==> config.mk <==
export PLATFORM = sky130hd
export DESIGN_NAME = compound_out_arbiter
export DESIGN_NICKNAME = d
export VERILOG_FILES = /design/src/rtl/compound_out_arbiter.sv
export SDC_FILE = /design/constraint.sdc
export NUM_CORES = 1
export LEC_CHECK = 0
export ABC_AREA = 1
export CAP_MARGIN = 20
export CORE_MARGIN = 2
export CORE_UTILIZATION = 42
export DETAILED_ROUTE_END_ITERATION = 8
export PLACE_DENSITY = 0.95
export SLEW_MARGIN = 10
export SYNTH_ARGS = -nofsm -noshare
export SYNTH_HDL_FRONTEND = slang
export SYNTH_SLANG_ARGS = --single-unit
==> constraint.sdc <==
create_clock -name clk -period 2.9 [get_ports clk]
set_input_delay 0.29 -clock clk [delete_from_list [all_inputs] [get_ports clk]]
set_output_delay 0.29 -clock clk [all_outputs]
set_load 0.005 [all_outputs]
==> src/rtl/compound_out_arbiter.sv <==
`default_nettype none
// +-----------------------------------------------------------------------------+
// | compound_out_arbiter                                                        |
// | Two-requester round-robin arbiter onto one blocking CompoundType channel,   |
// | with a non-blocking monitor copy. Optional COMPOUND_ARB_WRITE_PRIO_EN lets  |
// | a lone write request beat the round-robin pointer.                          |
// | Revision: 1.0                                                               |
// +-----------------------------------------------------------------------------+

package compound_types_pkg;
  typedef enum logic {
    READ  = 1'b0,
    WRITE = 1'b1
  } mode_t;

  typedef struct packed {
    mode_t              mode;
    logic signed [31:0] x;
    logic               y;
  } compound_t;

  typedef enum logic [0:0] {
    SECTION_A = 1'b0,
    SECTION_B = 1'b1
  } section_t;

  localparam compound_t C_IDLE_MSG = '{mode: READ, x: 32'sd0, y: 1'b0};
endpackage

module compound_out_arbiter
  import compound_types_pkg::*;
#(
  parameter int CNT_W = 16
) (
  input  logic             clk,
  input  logic             rst,
  input  compound_t        req0_in,
  input  logic             req0_in_sync,
  output logic             req0_in_notify,
  input  compound_t        req1_in,
  input  logic             req1_in_sync,
  output logic             req1_in_notify,
  output compound_t        b_out,
  input  logic             b_out_sync,
  output logic             b_out_notify,
  output compound_t        m_out,
  output logic             m_out_notify,
  output logic             grant_id,
  output logic             busy,
  output logic [CNT_W-1:0] msg_count
);

  section_t         section_q;
  logic             ptr_q;
  compound_t        b_out_q;
  compound_t        m_out_q;
  logic             b_notify_q;
  logic             m_notify_q;
  logic             req0_notify_q;
  logic             req1_notify_q;
  logic             grant_id_q;
  logic             busy_q;
  logic [CNT_W-1:0] msg_count_q;

  logic             grant_vld_d;
  logic             grant_idx_d;
  compound_t        grant_msg_d;

  always_comb begin
    grant_vld_d = req0_in_sync | req1_in_sync;
    if (req0_in_sync && req1_in_sync) begin
`ifdef COMPOUND_ARB_WRITE_PRIO_EN
      // Exactly one write among two contenders overrides the pointer.
      if (req0_in.mode != req1_in.mode) begin
        grant_idx_d = (req1_in.mode == WRITE);
      end else begin
        grant_idx_d = ptr_q;
      end
`else
      grant_idx_d = ptr_q;
`endif
    end else begin
      grant_idx_d = req1_in_sync;
    end
    grant_msg_d = grant_idx_d ? req1_in : req0_in;
  end

  always_ff @(posedge clk or negedge rst) begin
    if (!rst) begin
      section_q     <= SECTION_A;
      ptr_q         <= 1'b0;
      b_out_q       <= C_IDLE_MSG;
      m_out_q       <= C_IDLE_MSG;
      b_notify_q    <= 1'b0;
      m_notify_q    <= 1'b0;
      req0_notify_q <= 1'b0;
      req1_notify_q <= 1'b0;
      grant_id_q    <= 1'b0;
      busy_q        <= 1'b0;
      msg_count_q   <= '0;
    end else begin
      case (section_q)
        SECTION_A: begin
          if (grant_vld_d) begin
            b_out_q       <= grant_msg_d;
            m_out_q       <= grant_msg_d;
            b_notify_q    <= 1'b1;
            m_notify_q    <= 1'b1;
            req0_notify_q <= ~grant_idx_d;
            req1_notify_q <= grant_idx_d;
            grant_id_q    <= grant_idx_d;
            busy_q        <= 1'b1;
            section_q     <= SECTION_B;
          end
        end
        SECTION_B: begin
          // Acks and monitor pulse last exactly one cycle regardless of the consumer.
          req0_notify_q <= 1'b0;
          req1_notify_q <= 1'b0;
          m_notify_q    <= 1'b0;
          if (b_out_sync) begin
            b_notify_q  <= 1'b0;
            busy_q      <= 1'b0;
            msg_count_q <= msg_count_q + CNT_W'(1);
            ptr_q       <= ~grant_id_q;
            section_q   <= SECTION_A;
          end
        end
        default: section_q <= SECTION_A;
      endcase
    end
  end

  assign req0_in_notify = req0_notify_q;
  assign req1_in_notify = req1_notify_q;
  assign b_out          = b_out_q;
  assign b_out_notify   = b_notify_q;
  assign m_out          = m_out_q;
  assign m_out_notify   = m_notify_q;
  assign grant_id       = grant_id_q;
  assign busy           = busy_q;
  assign msg_count      = msg_count_q;

endmodule
`default_nettype wire

==> impl_metrics.yaml <==
layout:
  nets: 560
  finalCoreUtilization_pct: 66.8
  syn_to_final_growth_pct: 55.5
  fillers: 545
  antenna_cells: 0
  regArea_mm2: 0.00143
  drive_gt1_share_pct: 6.11
  multi_input_area_mm2: 0.00104
detailed_routing:
  vias: 2803
  drtIter0Drc: 105
  viasPerCell: 4.91
  wl_per_cell_um: 14.3
  first_pass_iters: 4
  drcViolationCount: 0
  ant_nets: 0
  wl_um: 8190
worst_setup_path:
  cp.arrival_ns: 1.30
  required_ns: 2.61
  worstSetupEndpointType: "output port"
  cp_cell_sequence: "clkdlybuf4s50_1"
  path_buf_inv: 1
  critPathMaxStageDelay_ns: 0.54
  critPathSlowestCell: "clkdlybuf4s50_1"
  worstSetupPathType: "register to output port"
  critPathTopFamily: "buffers and inverters"
  cp-start-kind: "register"
  crit_fanout: 5
pwr:
  power.density_mw_per_mm2: 666
  p_sw_uw: 863
  power.share.sequential_pct: 38.8
  p_leak_nw: 2.07
  comb_power_share_pct: 35.6
  clkPwrFrac_pct: 25.7
  peakVddDrop_mv: 0.464
  p_sw_share_pct: 28.7
  internal-power_mw: 2.14
global_routing:
  grt_start_max_net_pins: 51
  grtUsageTotal_pct: 21.5
  met3_usage_pct: 6.16
  grt_pass1_vias: 2741
  antenna_found_initial: 0
  gr-usage-met1_pct: 24.7
  use_met2_pct: 38.5
  overflow: 0
  grt_pass1_wl_um: 12700
  grt_busiest_layer: "met2"
placement:
  port_buffers: 162
  place_hpwl_um: 6200
  gp_congestion: 0.786
timing:
  hold-worst-slack_ns: -0.0140
  setup_tns_ns: 0
  period_share_pct: 54.9
  hold_viol: 6
  setup_viol: 0
  period_minus_slack_ns: 1.59
  worstMarginPinSlew_ns: 0.648
  skew_ns: 0.00541
  rsz0062_at_grt: "no"
  max_clock_freq_mhz: 628
  max-slew-margin-rel_pct: 56.8
  slew_violations: 0
synthesis:
  yosysMostFrequentCell: "nand2_1"
  yosysWarnings: 0
  synth_area_leaders: "dfrtp_1 49%, nand2_1 18%, buf_4 10%, nand3_1 7.1%, inv_1 2.8%"
  synth_cell_types: 22
  synth_cells: 353
  yosysTopAreaCell: "dfrtp_1"
  synth_flop_cell: "dfrtp_1"
  netlist_area_mm2: 0.00290
  yosys_register_bits: 57
  syn-num-nets: 427
  async_reset_ff_share_pct: 100
  synthTopCellsByCount: "143 x nand2_1, 57 x dfrtp_1, 41 x nand3_1"
  synth_top_area_share_pct: 49.1
  synth_edf_count: 0
  avgSynthCellArea_um2: 8.23
  ys_seq_area_share_pct: 49.1
floorplan:
  die_h_um: 87.2
  pin_count: 163
  core_mm2: 0.00676
  die_w_um: 87.2
  num_rows: 30
  start_util_pct: 43.0
  dieArea_mm2: 0.00760
clocking:
  hold_buffers: 0
  clkLatencyLatePin_ns: 0.33
  clkSlewWorstSetupHoldPaths_ns: 0.06
  cts.path.max_buffers: 2
  cts_buffers: 9
  h-tree-depth: 3
  clockRootBuffer: "clkbuf_8"
  post_cts_buffers: 0
  clkSinkCount: 57
  cts_tree: "yes"
  cts_resized: 0
status:
  status: "complete, but fails checks"
  failed_checks: "hold timing"
hold_path:
  hp-class: "primary input to async pin"
job:
  max_cap_viol_count: 0
## stage by stage
step	setup WS, ns	area (µm²)	hold WS (ns)	power [mW]	instances
3_3_place_gp	1.01	4310	0.470	2.21	555
4_1_cts	1.29	4510	0.197	3.04	571
6_report	1.31	4520	-0.0140	3.01	571
5_1_grt	1.21	4520	0.0213	3.19	571
3_5_place_dp	0.962	4310	0.487	2.26	555
2_1_floorplan	1.70	2900	-0.00559	1.62	353
## metal layers
| layer | up-vias | wire length (µm) |
|---|---|---|
| li1 | 1333 | - |
| met5 | - | 0 |
| met4 | 0 | 114 |
| met3 | 13 | 656 |
| met1 | 1315 | 3190 |
| met2 | 142 | 4230 |
## final timing paths
kind                         startpoint           end  slack, ns  cells after the start
max                        msg_count[3]  msg_count[3]       1.31                      1
max in group asynchronous           rst     section_q       2.32                      2
min                                 rst      m_out[4]      -0.01                      1
min in group clk                  ptr_q         ptr_q       0.50                      2
max reg2reg                   section_q      m_out[4]       1.34                      5
min reg2reg                       ptr_q         ptr_q       0.50                      2
## kinds of logic after synthesis
kind of cell / after synthesis / share of synthesized area [%]
XOR/XNOR: 9 / 2.71
AO/OA/AOI/OAI: 7 / 1.72
buffers and inverters: 68 / 15.0
AND/OR/NAND/NOR: 211 / 31.0
adder cells (fa/ha/maj): 1 / 0.431
flip-flops: 57 / 49.1
## layout by cell type (no fill, tap or decap)
cell type	netlist	layout
a21oi_1	3	3
a31o_2	1	1
buf_4	40	5
bufinv_16	0	1
clkbuf_1	0	2
clkbuf_8	0	12
clkdlybuf4s50_1	0	161
clkinv_2	1	2
dfrtp_1	57	57
ha_1	1	1
inv_1	22	22
inv_2	1	1
nand2_1	143	143
nand2_4	1	1
nand3_1	41	41
nand4_1	3	3
nor2_1	15	15
nor2_2	4	4
nor2_8	1	1
nor3_1	2	2
nor3_4	1	1
o21ai_0	2	2
o21ai_4	1	1
xnor2_1	2	2
xor2_1	7	7
## power groups by stage
| stage | clock network (mW) | registers, mW | logic, mW |
|---|---|---|---|
| finish | 0.771 | 1.17 | 1.07 |
| global route | 0.826 | 1.19 | 1.17 |
| CTS | 0.787 | 1.17 | 1.09 |
| detailed placement | 0 | 1.17 | 1.08 |
| global placement | 0 | 1.16 | 1.05 |
| floorplan | 0 | 1.15 | 0.472 |
## registers in the layout, indices dropped and copies added (netlist names)
signal / count
busy: 1
grant_id: 1
m_out: 34
m_out_notify: 1
msg_count: 16
ptr_q: 1
req0_in_notify: 1
req1_in_notify: 1
section_q: 1
## cell type report
class	count	share of cell area, %
clock buffer	14	3.82
clock inverter	2	0.776
inverter	24	2.02
multi-input combinational	228	23.1
sequential	57	31.6
tap	80	2.22
timing repair buffer	166	36.5
(Power assumes the default switching activity.)
